**config.mk**
```make
export PLATFORM = sky130hd
export DESIGN_NAME = iomem_gpio
export DESIGN_NICKNAME = d
export VERILOG_FILES = /design/src/rtl/iomem_gpio_pkg.sv /design/src/rtl/gpio_in_filter.sv /design/src/rtl/iomem_gpio.sv
export SDC_FILE = /design/constraint.sdc
export NUM_CORES = 1
export LEC_CHECK = 0
export CAP_MARGIN = 10
export CORE_MARGIN = 5
export CORE_UTILIZATION = 49
export DETAILED_ROUTE_END_ITERATION = 6
export GPL_ROUTABILITY_DRIVEN = 0
export GPL_TIMING_DRIVEN = 0
export MAX_ROUTING_LAYER = met4
export PLACE_DENSITY = 0.89
export SLEW_MARGIN = 5
export SYNTH_ARGS = -nofsm -noshare
export SYNTH_HDL_FRONTEND = slang
export SYNTH_SLANG_ARGS = --single-unit
```
**constraint.sdc**
```tcl
create_clock -name clk_i -period 6.3 [get_ports clk_i]
set_input_delay 1.26 -clock clk_i [delete_from_list [all_inputs] [get_ports clk_i]]
set_output_delay 1.26 -clock clk_i [all_outputs]
set_load 0.01 [all_outputs]
```
**src/rtl/iomem_gpio_pkg.sv**
```systemverilog
// iomem_gpio_pkg: register offsets and access decode shared by the GPIO block
package iomem_gpio_pkg;
  localparam logic [7:0] OFF_OUT     = 8'h00;
  localparam logic [7:0] OFF_DIR     = 8'h04;
  localparam logic [7:0] OFF_IN      = 8'h08;
  localparam logic [7:0] OFF_IRQ_EN  = 8'h0C;
  localparam logic [7:0] OFF_RISE    = 8'h10;
  localparam logic [7:0] OFF_FALL    = 8'h14;
  localparam logic [7:0] OFF_STATUS  = 8'h18;
  localparam logic [7:0] OFF_OUT_SET = 8'h1C;
  localparam logic [7:0] OFF_OUT_CLR = 8'h20;

  typedef enum logic [3:0] {
    REG_OUT, REG_DIR, REG_IN, REG_IRQ_EN, REG_RISE, REG_FALL,
    REG_STATUS, REG_OUT_SET, REG_OUT_CLR, REG_NONE
  } reg_sel_e;

  function automatic reg_sel_e decode_off(input logic [7:0] off);
    return off == OFF_OUT     ? REG_OUT     :
           off == OFF_DIR     ? REG_DIR     :
           off == OFF_IN      ? REG_IN      :
           off == OFF_IRQ_EN  ? REG_IRQ_EN  :
           off == OFF_RISE    ? REG_RISE    :
           off == OFF_FALL    ? REG_FALL    :
           off == OFF_STATUS  ? REG_STATUS  :
           off == OFF_OUT_SET ? REG_OUT_SET :
           off == OFF_OUT_CLR ? REG_OUT_CLR : REG_NONE;
  endfunction
endpackage

```
**src/rtl/gpio_in_filter.sv**
```systemverilog
// gpio_in_filter: 2-flop pad synchroniser, plus stable-count debounce when IOMEM_GPIO_DEBOUNCE_EN is defined
module gpio_in_filter #(
  parameter int DEB_CYCLES = 16
) (
  input  logic clk_i,
  input  logic arst_i,
  input  logic pad_i,
  output logic in_o
);
  logic [1:0] sync_q, sync_d;
  // shift the pad value through two flops to resolve metastability
  always_comb sync_d = {sync_q[0], pad_i};
  // synchroniser state, cleared by reset
  always_ff @(posedge clk_i or posedge arst_i)
    if (arst_i) sync_q <= '0;
    else sync_q <= sync_d;
`ifdef IOMEM_GPIO_DEBOUNCE_EN
  logic [15:0] cnt_q, cnt_d;
  logic val_q, val_d;
  // accept a new level only after it differs for DEB_CYCLES consecutive cycles; any return restarts the count
  always_comb begin
    val_d = val_q;
    cnt_d = '0;
    if (sync_q[1] != val_q) begin
      cnt_d = (cnt_q == 16'(DEB_CYCLES - 1)) ? '0 : cnt_q + 16'd1;
      val_d = (cnt_q == 16'(DEB_CYCLES - 1)) ? sync_q[1] : val_q;
    end
  end
  // debounce state, cleared by reset
  always_ff @(posedge clk_i or posedge arst_i)
    if (arst_i) begin
      cnt_q <= '0;
      val_q <= 1'b0;
    end else begin
      cnt_q <= cnt_d;
      val_q <= val_d;
    end
  assign in_o = val_q;
`else
  logic unused_deb;
  assign unused_deb = ^DEB_CYCLES;
  assign in_o = sync_q[1];
`endif
endmodule

```
**src/rtl/iomem_gpio.sv**
```systemverilog
// iomem_gpio: iomem-bus GPIO block with edge interrupts; define IOMEM_GPIO_DEBOUNCE_EN to debounce inputs
module iomem_gpio
  import iomem_gpio_pkg::*;
#(
  parameter int         GPIO_W     = 8,
  parameter logic [7:0] BASE_SEL   = 8'h03,
  parameter int         DEB_CYCLES = 16
) (
  input  logic              clk_i,
  input  logic              arst_i,
  input  logic              iomem_valid_i,
  output logic              iomem_ready_o,
  input  logic [3:0]        iomem_wstrb_i,
  input  logic [31:0]       iomem_addr_i,
  input  logic [31:0]       iomem_wdata_i,
  output logic [31:0]       iomem_rdata_o,
  input  logic [GPIO_W-1:0] gpio_i,
  output logic [GPIO_W-1:0] gpio_o,
  output logic [GPIO_W-1:0] gpio_oe_o,
  output logic              irq_o
);
  logic [GPIO_W-1:0] out_q, out_d, dir_q, dir_d, en_q, en_d, rise_q, rise_d;
  logic [GPIO_W-1:0] fall_q, fall_d, status_q, status_d, prev_q, prev_d;
  logic [GPIO_W-1:0] in_w, m, wm, rval;
  logic              ready_q, ready_d, irq_q, irq_d, acc, wr;
  logic [31:0]       rdata_q, rdata_d, wmask;
  reg_sel_e          sel;
  logic              unused_ok;

  for (genvar i = 0; i < GPIO_W; i++) begin : g_in
    gpio_in_filter #(.DEB_CYCLES(DEB_CYCLES)) u_filter (
      .clk_i (clk_i),
      .arst_i(arst_i),
      .pad_i (gpio_i[i]),
      .in_o  (in_w[i])
    );
  end

  assign acc       = iomem_valid_i & ~ready_q & (iomem_addr_i[31:24] == BASE_SEL);
  assign wr        = acc & |iomem_wstrb_i;
  assign sel       = decode_off(iomem_addr_i[7:0]);
  assign wmask     = {{8{iomem_wstrb_i[3]}}, {8{iomem_wstrb_i[2]}}, {8{iomem_wstrb_i[1]}}, {8{iomem_wstrb_i[0]}}};
  assign m         = wmask[GPIO_W-1:0];
  assign wm        = iomem_wdata_i[GPIO_W-1:0] & m;
  assign unused_ok = ^{iomem_addr_i[23:8], iomem_wdata_i, wmask};

  // read mux; write-only and unmapped offsets read as zero
  always_comb
    rval = sel == REG_OUT    ? out_q    :
           sel == REG_DIR    ? dir_q    :
           sel == REG_IN     ? in_w     :
           sel == REG_IRQ_EN ? en_q     :
           sel == REG_RISE   ? rise_q   :
           sel == REG_FALL   ? fall_q   :
           sel == REG_STATUS ? status_q : '0;

  // register updates, edge capture with set-over-clear, one-cycle ack and registered irq
  always_comb begin
    out_d    = wr && sel == REG_OUT     ? (out_q & ~m) | wm :
               wr && sel == REG_OUT_SET ? out_q | wm :
               wr && sel == REG_OUT_CLR ? out_q & ~wm : out_q;
    dir_d    = wr && sel == REG_DIR    ? (dir_q & ~m) | wm  : dir_q;
    en_d     = wr && sel == REG_IRQ_EN ? (en_q & ~m) | wm   : en_q;
    rise_d   = wr && sel == REG_RISE   ? (rise_q & ~m) | wm : rise_q;
    fall_d   = wr && sel == REG_FALL   ? (fall_q & ~m) | wm : fall_q;
    status_d = (status_q & ~(wr && sel == REG_STATUS ? wm : '0))
             | (in_w & ~prev_q & rise_q) | (~in_w & prev_q & fall_q);
    prev_d   = in_w;
    ready_d  = acc;
    rdata_d  = acc && !wr ? 32'(rval) : '0;
    irq_d    = |(status_q & en_q);
  end

  // state registers, all cleared by reset
  always_ff @(posedge clk_i or posedge arst_i)
    if (arst_i) begin
      out_q    <= '0;
      dir_q    <= '0;
      en_q     <= '0;
      rise_q   <= '0;
      fall_q   <= '0;
      status_q <= '0;
      prev_q   <= '0;
      ready_q  <= 1'b0;
      rdata_q  <= '0;
      irq_q    <= 1'b0;
    end else begin
      out_q    <= out_d;
      dir_q    <= dir_d;
      en_q     <= en_d;
      rise_q   <= rise_d;
      fall_q   <= fall_d;
      status_q <= status_d;
      prev_q   <= prev_d;
      ready_q  <= ready_d;
      rdata_q  <= rdata_d;
      irq_q    <= irq_d;
    end

  assign iomem_ready_o = ready_q;
  assign iomem_rdata_o = rdata_q;
  assign gpio_o        = out_q;
  assign gpio_oe_o     = dir_q;
  assign irq_o         = irq_q;
endmodule

```
; Word level (Yosys, flattened, before mapping)
; Cells that the tools add are included.
[totals]
register_bits = 82
inputBits = 79
out_inout_bits = 50
word_cells = 101
[op_classes]
eq_ne = 17
n_mux = 21
n_bitwise = 30
n_reduce_logical = 15
[op_table]
columns = op, n
row1 = AND 8 bit, 13
row2 = two-way mux 8 bit, 12
row3 = bitwise OR 8 bit, 8
row4 = inverter 8 bit, 5
row5 = equality test 8 x 5 -> 1 bit (second input constant), 4
row6 = two-way mux 4 bit, 8
row7 = equality test 4 x 3 -> 1 bit (second input constant), 4
row8 = equality test 8 x 4 -> 1 bit (second input constant), 2
row9 = logical AND 1 bit, 9
row10 = equality test 4 x 2 -> 1 bit (second input constant), 2
row11 = equality test 8 x 2 -> 1 bit (second input constant), 1
row12 = equality test 8 x 3 -> 1 bit (second input constant), 1
row13 = equality test 8 x 6 -> 1 bit (second input constant), 1
row14 = zero test 8 bit, 1
row15 = OR reduction 8 bit, 1
row16 = equality test 4 x 1 -> 1 bit (second input constant), 1
row17 = equality test 4 bit (second input constant), 1
row18 = zero test 4 bit, 1
row19 = OR reduction 4 bit, 1
row20 = AND 1 bit, 3
row21 = nonzero test 3 bit, 1
row22 = zero test 1 bit, 1
row23 = two-way mux 1 bit, 1
row24 = inverter 1 bit, 1

; Depth between registers and ports, before layout
; Gate-level depths: netlist of the first run.
[depth]
word_depth = 19
ltp_mapped = 7
mapped_depth_nobuf = 5

; By module
; Synthesis of the first run repeated with hierarchy kept, for this count alone.
[unflattened]
hier_cells = 335
area_unflattened_um2 = 3817.4
[modules_own_cells]
columns = module, n_inst, cells_per_inst, area_each_um2, seq_area_each_um2
row1 = iomem_gpio, 1, 311, 3387.0, 1651.6
row2 = gpio_in_filter, 8, 3, 53.8, 50.0

; Worst setup path after synthesis of the first run
; No wires, ideal clock.
[synth_path]
path_type = input to register
from = in iomem_addr_i[27]
to = reg (tool-made name)
setup_ps = 125
t_arrival_ps = 3009
t_required_ps = 6175
path_slack_ps = 3166
path_stages = 6
n_path_buf = 1
path_cell_list = or4_4 > nor4_4 > nand2_2 > or3_1 > buf_6 > mux2_4
[synth_rtl]
columns = item, line
row1 = "start, declared", iomem_gpio.sv:14  ; input logic [31:0] iomem_addr_i,

==> results of run 1 <==
-- final cells by class --
class	count	area, um2	area share [%]
Buffer	34	233	4.69
Clock buffer	10	128	2.57
Clock inverter	6	115	2.32
Inverter	11	43.8	0.882
Multi-Input combinational cell	226	1600	32.3
Sequential cell	82	2050	41.3
Tap cell	102	128	2.57
Timing Repair Buffer	65	666	13.4
-- how the worst max path moves through the flow --
| stage | from | endpoint | slack [ns] | cells after the start |
|---|---|---|---|---|
| 5_1_grt | iomem_wstrb_i[0] | flop | 2.76 | 7 |
| 3_5_place_dp | iomem_addr_i[27] | flop | 2.51 | 6 |
| 4_1_cts | iomem_wstrb_i[0] | flop | 2.87 | 7 |
| 3_3_place_gp | iomem_addr_i[1] | status_q[2]$_DFF_PP0_ | 1.66 | 5 |
| 2_1_floorplan | arst_i | asynchronous set/reset pin | 2.93 | 1 |
| 6_report | iomem_wstrb_i[0] | flop | 2.78 | 7 |
-- report_power, final --
part / total (mW) / leakage, nW / internal, mW / switching (mW)
combinational: 0.0917 / 1.09 / 0.0437 / 0.0480
clock: 0.456 / 0.117 / 0.265 / 0.191
sequential: 0.539 / 1.01 / 0.534 / 0.00510
total: 1.09 / 2.22 / 0.842 / 0.244
-- metrics by stage --
stage | util, % | setup slack, ns | hold slack [ns] | area (um2) | instances
2_1_floorplan | - | 2.93 | 0.331 | 3920 | 353
3_3_place_gp | 60.9 | 1.66 | 0.333 | 4680 | 518
3_5_place_dp | 61.4 | 2.51 | 0.336 | 4720 | 520
4_1_cts | 64.6 | 2.87 | 0.345 | 4970 | 536
5_1_grt | 64.6 | 2.76 | 0.348 | 4970 | 536
6_report | 64.6 | 2.78 | 0.333 | 4970 | 536
-- cell families after synthesis --
kind of cell	share of synthesized area, %
AOI/OAI and AO/OA	11.0
buffers and inverters	7.15
DFF	53.5
muxes	14.3
other	0.0978
and+or+nand+nor	13.9
-- synth_stat cells (all sizes together) --
library cell  number  share of area (%)
a21oi              1               0.13
a221oi             1               0.23
a22oi             11                2.2
a31o               1               0.23
and2               8                1.3
and3               1               0.16
buf               27                5.4
clkbuf             7               0.69
conb               1              0.098
dfrtp             82                 54
inv               11                1.1
mux2              39                 12
mux2i              8                2.1
nand2             30                3.1
nand2b             2               0.33
nand3              8                1.0
nand3b             8                1.6
nand4              3               0.49
nand4b             2               0.46
nor2               6               0.72
nor2b              9                1.5
nor3               6                1.1
nor3b              2               0.52
nor4               3               0.88
o2111ai            1               0.23
o211ai            16                3.1
o21a               1               0.20
o21ai             15                2.0
o22a               1               0.23
o22ai             14                2.3
o32a               1               0.26
or3                2               0.33
or4                2               0.49
-- layer usage --
| layer | part of all wire, % | up-vias | track usage [%] |
|---|---|---|---|
| li1 | - | 1346 | - |
| met1 | 39 | 1526 | 26.3 |
| met2 | 49 | 175 | 34.3 |
| met3 | 9.1 | 33 | 6.02 |
| met4 | 2.9 | 0 | 8.72 |
| met5 | 0 | - | - |
-- critical path, stage by stage --
cell,delay [ns]
clkdlybuf4s50_1,0.54
clkbuf_1,0.51
nand2_1,0.14
nor3_1,0.18
nand2_1,0.13
nor2_2,0.58
mux2_2,0.41
==> results, run 1 <==
- The critical path in this run is classified as in2reg.
- The worst register-to-register path has a depth of 5.
- The standard-cell row count is 32.
- The post-cts sizing count is 0.
- A synthesized cell averages 11.6 um2.
- For this run, the number of Yosys warnings is 0.
- STA classifies the critical path endpoint as a flop.
- The final critical path takes up 55.8% of the cycle.
- The floorplan step defined a die boundary enclosing 9700 um2.
- In the layout the commonest cells are dfrtp_1 (82), clkdlybuf4s50_1 (63), mux2_2 (31), nand2_1 (28), buf_4 (25).
- Data on the critical path arrives at its endpoint at 3.75 ns.
- The starting utilization of the core area is 49.9%.
- TritonCTS built the clock tree.
- After clock tree synthesis, the clock-pin slew on the worst setup and hold paths is 0.09 ns.
- The worst path required time is 6.53 ns.
- The clock tree root driver cell is clkbuf_8.
- Setup violations remaining at the end of the flow were counted as 0.
- The number of instances on the worst hold path is 0.
- The first TritonRoute pass finished after 5 iterations.
- In this run the critical register-to-register path is launched from iomem_ready_o$_DFF_PP0_.
- Wires add up to 10.1 mm.
- The number of buffers inserted by hold repair at cts is 0.
- In this run the most critical hold path is launched from g_in[0].u_filter.sync_q[0]$_DFF_PP0_.
- Of all nets on the critical path, the largest fanout is 10.
- The half-perimeter wire length of the detailed placement result is 6.97 mm.
- The clock passes through at most 2 buffers.
- The post-route netlist has 21.4% of its cells at a drive strength greater than 1.
- During I/O placement, the number of pins put on the boundary was 129.
- For this design, the sink count on the clock tree is 82.
- The count of routing violations after the opening detailed-route iteration is 275.
- In the final design database the tool counted 508 nets.
- Synthesis instantiated 43 different standard cells from the library.
- The routed layout has 3080 vias.
- The flow ran to the end, and the final reports show no timing, DRC or antenna violations.
- The via count of the first global-routing pass is 3166.
- The growth of design area from synthesis to finish is 29.5%.
- The worst hold path endpoint is g_in[0].u_filter.sync_q[1]$_DFF_PP0_.
- The core area is 7690 um2.
- Summing every instance area after synthesis gives 3830 um2.
- Total power for the finished layout comes to 1.09 mW.
- In the global route stage, overall resource usage came out at 21.6%.
- The global-route wire length before repair is 16.1 mm.
- During placement, the flow inserted port buffers numbering 63.
- The average vias per placed instance is 5.75.
- The overall die height is 98.5 um.
- The total power divided by cell area is 219 nW/um2.
- The highest attainable clock frequency is 284 MHz.
- The number of antenna violations at the first check in global routing is 0.
- The pin count of the biggest net entering global routing is 52.
- The worst setup slack for register-to-register paths is 4.08 ns.
- The leakage power figure is 2.22 nW.
- After synthesis the netlist holds a flip-flop and latch count of 82.
- The worst hold path belongs to the class reg2reg.
- STA classifies the critical path startpoint as a primary input.
- The H-tree generated during clock tree synthesis spans 3 levels.
- The relative slew slack is 31.3%.
- The total CTS buffers is 9.
- The count of final max-slew check failures is 0.
- Of the synthesized area, sequential elements account for 53.5%.
- The residual DRC count is 0.
- The clock latency reported for the late side of the worst-skew pair is 0.36 ns.
- The average wire length per cell after detail routing is 18.8 um.
- The die is 98.5 um wide.
- The global-route congestion overflow total is 0.
- The number of standard cells after synthesis is 330.
- Max-cap violations in this run came to 0.
- The hold violation total from the final report is 0.
- The antenna diode count is 0.
- The total of fill cells in the finished design is 586.
- The library cell used most frequently in the layout, excluding fill and tap cells, is dfrtp_1.
- After clock tree synthesis, the setup repair step added 0 buffers.
- The clock arrives with 0.0175 ns of skew.
- The aggregate negative setup slack is 0 ns.
- The time the final worst path needs with I/O delays and setup is 3.52 ns.
- The peak ir drop on the vdd network is 0.129 mV.
- In this run the remaining antenna-violating nets after routing total 0.
- For the pin with the worst max-slew slack, the measured transition is 1.03 ns.
- In this run the critical register-to-register path is captured at status_q[5]$_DFF_PP0_.
- Setup repair after global routing left no endpoint under its margin.
Power figures use the tool's default switching activity.
==> inputs of run 2 (changes only) <==
Settings changed: CORE_UTILIZATION 49 to 41, PLACE_DENSITY 0.89 to 0.8.
Clock period 6.3 ns to 3.2 ns, I/O delays scaled along.
==> run 2 against run 1 <==
  * Sequential power grew 97%
  * First-iteration DRC count shrank 42%
  * Highest routed layer unchanged
  * Die area grew 17%
  * Clock power grew 44%
  * Clock-buffer cell count grew 1
  * Final area shrank 1.4%
  * Largest cell class unchanged
  * Clock skew shrank 0.0097 ns
  * Largest power group unchanged
==> results, run 2 (synthesized netlist as in run 1, its figures left out) <==
- The flow ran to the end, and the final reports show no timing, DRC or antenna violations.
- Walking the worst path, the cells encountered are clkdlybuf4s50_1 -> clkbuf_1 -> nand2_1 -> nor3_1 -> nand2_1 -> nor2_2 -> mux2_2.
- Post-CTS timing repair inserted 0 buffers for setup.
- Across the run, the number of max-cap violations was 0.
- From synthesis to final layout, the design area changed by 27.7%.
- The first routing iteration left 160 violations.
- The overall die height is 107 um.
- Dividing the detail-routed via count by the number of cells gives 5.40.
- The number of buffers inserted by port buffering is 63.
- The clock skew after layout is 0.00775 ns.
- In this run, post-CTS hold repair placed 0 buffers.
- The period utilization is 88.4%.
- The finished layout cell area is 4900 um2.
- Clock tree synthesis inserted a total of 9 buffers.
- The tightest min-delay check is of the reg2reg type.
- The initial utilization of the core area, before any placement, comes to 41.7%.
- The floorplan step defined a core boundary enclosing 9200 um2.
- The count of endpoints failing setup in the final report is 0.
- The total power divided by cell area is 387 nW/um2.
- The worst pin sits at a relative slew slack of 34.3%.
- The number of sinks on the clock net is 82.
- The buffer levels on the longest clock path is 2.
- For this block, the routed nets add up to 9.97 mm of wire.
- The worst setup path is launched from a primary input.
- Setup repair after global routing left no endpoint under its margin.
- In the layout the commonest cells are dfrtp_1 (82), clkdlybuf4s50_1 (63), mux2_2 (31), nand2_1 (28), buf_4 (25).
- TritonCTS built the clock tree.
- The worst path required time is 3.44 ns.
- The clock tree root driver cell is clkbuf_8.
- The post-cts sizing count is 0.
- At the pin with the least slew margin, the transition time is 0.985 ns.
- The peak ir drop on the vdd network is 0.187 mV.
- The library cell used most frequently in the layout, excluding fill and tap cells, is dfrtp_1.
- Hold timing on the final database bottoms out at a slack of 0.351 ns.
- The level count of the clock H-tree is 3.
- The first detailed-routing pass took 5 iterations.
- The remaining antenna violation count is 0.
- After detailed routing, the number of remaining DRC violations is 0.
- In this run the worst path has a maximum fanout of 10.
- The average wire length per cell after detail routing is 18.3 um.
- The later pin in the worst-skew pair is clocked with a latency of 0.36 ns.
- The x dimension of the die is 107 um.
- The global router's overall resource usage is 18.3%.
- The slowest stage of the critical path belongs to the cell nor2_2.
- The most numerous cell type found on the critical path is nand2_1.
- For the final routed database, the setup TNS stands at 0 ns.
- The via count of the first global-routing pass is 3034.
- The total via count in the routed design is 2945.
- 0 antenna diodes ended up in the layout.
- The leakage power figure is 2.18 nW.
- Of the cells placed in the final design, the portion with a size suffix greater than 1 is 21.2%.
- Pin placement for this block handled 129 I/O pins.
- Static timing analysis puts the maximum clock frequency at 354 MHz.
- The standard-cell row count is 35.
- Data arrives at the worst endpoint at 3.07 ns.
- The hold violation total from the final report is 0.
- The global-route wire length before repair is 15.7 mm.
- Entering global routing, the biggest net connects 51 pins.
- The count of final max-slew check failures is 0.
- The overall power is 1.89 mW.
- The layout has 792 filler cells.
- The setup path with the least slack is of type in2reg.
- The net total in the final layout is 508.
- After global routing the overflow that remains totals 0.
- Detailed placement ended at an HPWL of 6.82 mm.
- The placement-stage cell area is 4730 um2.
- The smallest clock period supported by the final layout is computed as 2.83 ns.
- The number of antenna violations at the first check in global routing was 0.
- On the worst path, the slowest cell contributes a delay of 0.56 ns.
- The die covers 11400 um2.
- The worst setup path is captured at a flop.
- The clock transition at the registers of the reported paths is 0.07 ns.
==> run 2: worst max-delay path: cells and delay by family <==
kind                   cells  cell delay (ns)
AND/OR/NAND/NOR            4             0.99
buffers and inverters      2             1.03
multiplexers               1             0.41
==> run 2: final timing paths <==
kind,from,end,slack (ns),depth (start not counted)
max,iomem_wstrb_i[0],flop,0.37,7
min,g_in[5].u_filter.sync_q[0]$_DFF_PP0_,g_in[5].u_filter.sync_q[1]$_DFF_PP0_,0.35,0
max reg2reg,iomem_ready_o$_DFF_PP0_,flop,1.03,5
min reg2reg,g_in[5].u_filter.sync_q[0]$_DFF_PP0_,g_in[5].u_filter.sync_q[1]$_DFF_PP0_,0.35,0
max in group asynchronous,arst_i,asynchronous set/reset pin,1.97,3
min in group asynchronous,arst_i,g_in[2].u_filter.sync_q[0]$_DFF_PP0_,0.63,2
==> run 2: power breakdown <==
group	total (mW)	internal [mW]	switching, mW
registers	1.06	1.05	0.00942
clock network	0.655	0.280	0.375
logic	0.180	0.0860	0.0939
==> run 2: per-stage QoR <==
step | cells | util [%] | worst slack [ns]
after floorplan | 353 | - | 0.452
after global placement | 527 | 51.0 | -0.927
after detailed placement | 529 | 51.5 | 0.00777
after CTS | 545 | 53.3 | 0.380
after global routing | 545 | 53.3 | 0.268
final | 545 | 53.3 | 0.372
==> run 2: per-layer routing <==
layer / GRT usage [%] / up-vias / routed length [um]
met5: - / - / 0
met4: 7.67 / 0 / 297
met3: 5.36 / 24 / 856
met2: 26.9 / 150 / 4540
met1: 23.7 / 1426 / 4280
li1: - / 1345 / -
==> run 2: cell type report <==
type | instances | area (um2) | area share [%]
Multi-Input combinational cell | 226 | 1600 | 32.7
Buffer | 34 | 233 | 4.75
Timing Repair Buffer | 65 | 666 | 13.6
Sequential cell | 82 | 2050 | 41.9
Clock inverter | 5 | 31.3 | 0.639
Tap cell | 111 | 139 | 2.84
Inverter | 11 | 43.8 | 0.894
Clock buffer | 11 | 131 | 2.68
==> inputs of run 3 (changes only) <==
Settings changed: GPL_ROUTABILITY_DRIVEN 0 to default.
==> run 3 against run 2 <==
  * Global-route usage up 0.14 points
  * Utilization rose by 0.75 points
  * Highest routed layer unchanged
  * Register-to-register slack lost 0.04 ns
==> results, run 3 (synthesized netlist as in run 1, its figures left out) <==
- The total of fill cells in the finished design is 799.
- The via count of the first global-routing pass is 3108.
- Along the worst path, the maximum fanout reaches 10.
- After routing the design area is 4970 um2.
- During placement, the flow inserted port buffers numbering 63.
- The final wirelength is 10.0 mm.
- During I/O placement, the number of pins put on the boundary was 129.
- The worst hold-check path type is reg2reg.
- The count of endpoints failing setup in the final report is 0.
- The number of cell instances on the worst register-to-register path is 5.
- The level count of the clock H-tree is 3.
- Hold repair after CTS inserted 0 buffers.
- The relative slew slack is 29.4%.
- Power comes to 2.14 mW.
- In the layout the commonest cells are dfrtp_1 (82), clkdlybuf4s50_1 (63), mux2_2 (31), nand2_1 (28), buf_4 (25).
- The buffer levels on the longest clock path is 2.
- Buffers added to address setup during post-CTS repair amount to 0.
- The die is 107 um tall.
- In this run the worst setup path begins at iomem_wstrb_i[0].
- The number of instances on the worst hold path is 0.
- The setup path with the least slack is of type in2reg.
- The clock skew after layout is 0.0119 ns.
- The clock latency reported for the late side of the worst-skew pair is 0.36 ns.
- Of the available clock period, the critical path in the final layout requires 90.1%.
- The total power divided by cell area is 432 nW/um2.
- The data arrival time at the worst-slack endpoint is 3.12 ns.
- The floorplan has 35 rows.
- The hold violation total from the final report is 0.
- Across the VDD grid, the largest voltage drop is 0.187 mV.
- The total CTS buffers is 9.
- The placement-stage cell area is 4730 um2.
- The worst setup path is launched from a primary input.
- The library cell used most frequently in the layout, excluding fill and tap cells, is dfrtp_1.
- The count of routing violations after the opening detailed-route iteration is 269.
- The count of final max-slew check failures is 0.
- The number of antenna violations at the first check in global routing is 0.
- The half-perimeter wire length of the detailed placement result is 6.81 mm.
- TritonCTS built the clock tree.
- Static timing analysis puts the maximum clock frequency at 347 MHz.
- After detailed routing, the number of remaining DRC violations is 0.
- The average vias per placed instance is 5.43.
- Routability-driven placement finished with a final weighted congestion of 0.904.
- The endpoint type of the worst setup path is a flop.
- Setup repair after global routing left no endpoint under its margin.
- The clock tree root driver cell is clkbuf_8.
- In the final routed layout, each cell accounts on average for 18.4 um.
- The region available for standard cell placement spans 9200 um2.
- The first detailed-routing pass took 5 iterations.
- For the pin with the worst max-slew slack, the measured transition is 1.06 ns.
- In this run the most critical hold path is launched from g_in[3].u_filter.sync_q[0]$_DFF_PP0_.
- After clock tree synthesis, the clock-pin slew on the worst setup and hold paths is 0.08 ns.
- The worst path required time is 3.44 ns.
- The antenna diode count is 0.
- The run finished with clean final reports.
- The terminus of the critical flop-to-flop path is status_q[3]$_DFF_PP0_.
- In the global route stage, overall resource usage came out at 18.4%.
- The worst hold path endpoint is g_in[3].u_filter.sync_q[1]$_DFF_PP0_.
- The remaining antenna violation count is 0.
- The floorplan step defined a die boundary enclosing 11400 um2.
- The launching point of the worst reg2reg path is iomem_ready_o$_DFF_PP0_.
- Post-CTS repair changed the size of 0 cells.
- Cells with a size suffix above 1 make up 21.5% of the layout.
- Relative to the synthesized area, the layout overhead comes to 29.5%.
- Detailed routing inserted a total of 2952 vias.
- The first global-routing pass estimated 15.8 mm of wire.
- The leakage power figure is 2.21 nW.
- Global routing finished with a remaining overflow of 0.
- Across the run, the number of max-cap violations was 0.
- The time the final worst path needs with I/O delays and setup is 2.88 ns.
- The initial utilization of the core area, before any placement, comes to 41.7%.
- The net total in the final layout is 508.
- The x dimension of the die is 107 um.
- The worst setup slack for register-to-register paths is 0.99 ns.
- The number of sinks on the clock net is 82.
- Entering global routing, the biggest net connects 46 pins.
==> run 3: layer usage <==
layer  wire length, um  GRT usage [%]  up-vias  share of wire, %
li1                  -              -     1352                 -
met1              4200           23.1     1459                42
met2              4810           28.9      120                48
met3               827           4.52       21               8.2
met4               195           7.49        0               1.9
met5                 0              -        -                 0
==> run 3: worst max path at each step <==
stage	endpoint	slack, ns	depth (start not counted)
floorplan	asynchronous set/reset pin	0.45	1
detailed placement	flop	0.008	5
CTS	flop	0.37	5
global placement	status_q[2]$_DFF_PP0_	-0.90	5
global route	flop	0.31	7
finish	flop	0.32	7
==> run 3: where the power goes <==
group	total, mW	switching (mW)	internal, mW
Combinational	0.179	0.0944	0.0850
Clock	0.904	0.386	0.518
Sequential	1.06	0.00921	1.05
==> run 3: stage by stage <==
step	util (%)	instances	hold slack, ns	TNS (ns)	setup WS [ns]
2_1_floorplan	-	353	0.331	0	0.452
3_3_place_gp	51.0	527	0.332	-89.35	-0.903
3_5_place_dp	51.4	529	0.335	0	0.00830
4_1_cts	54.0	544	0.347	0	0.367
5_1_grt	54.0	544	0.356	0	0.307
6_report	54.0	544	0.346	0	0.318
==> run 3: cell type report <==
| type | count | area (um2) | area share, % |
|---|---|---|---|
| Sequential cell | 82 | 2050 | 41.3 |
| Multi-Input combinational cell | 226 | 1600 | 32.3 |
| Timing Repair Buffer | 65 | 658 | 13.3 |
| Buffer | 34 | 233 | 4.69 |
| Tap cell | 111 | 139 | 2.80 |
| Clock buffer | 9 | 124 | 2.49 |
| Clock inverter | 6 | 115 | 2.32 |
| Inverter | 11 | 43.8 | 0.882 |
==> run 3: worst max-delay path: stages <==
cell and delay (ns):
clkdlybuf4s50_1 0.53, clkbuf_1 0.55, nand2_1 0.11, nor3_1 0.15
nand2_1 0.12, nor2_2 0.60, mux2_2 0.41
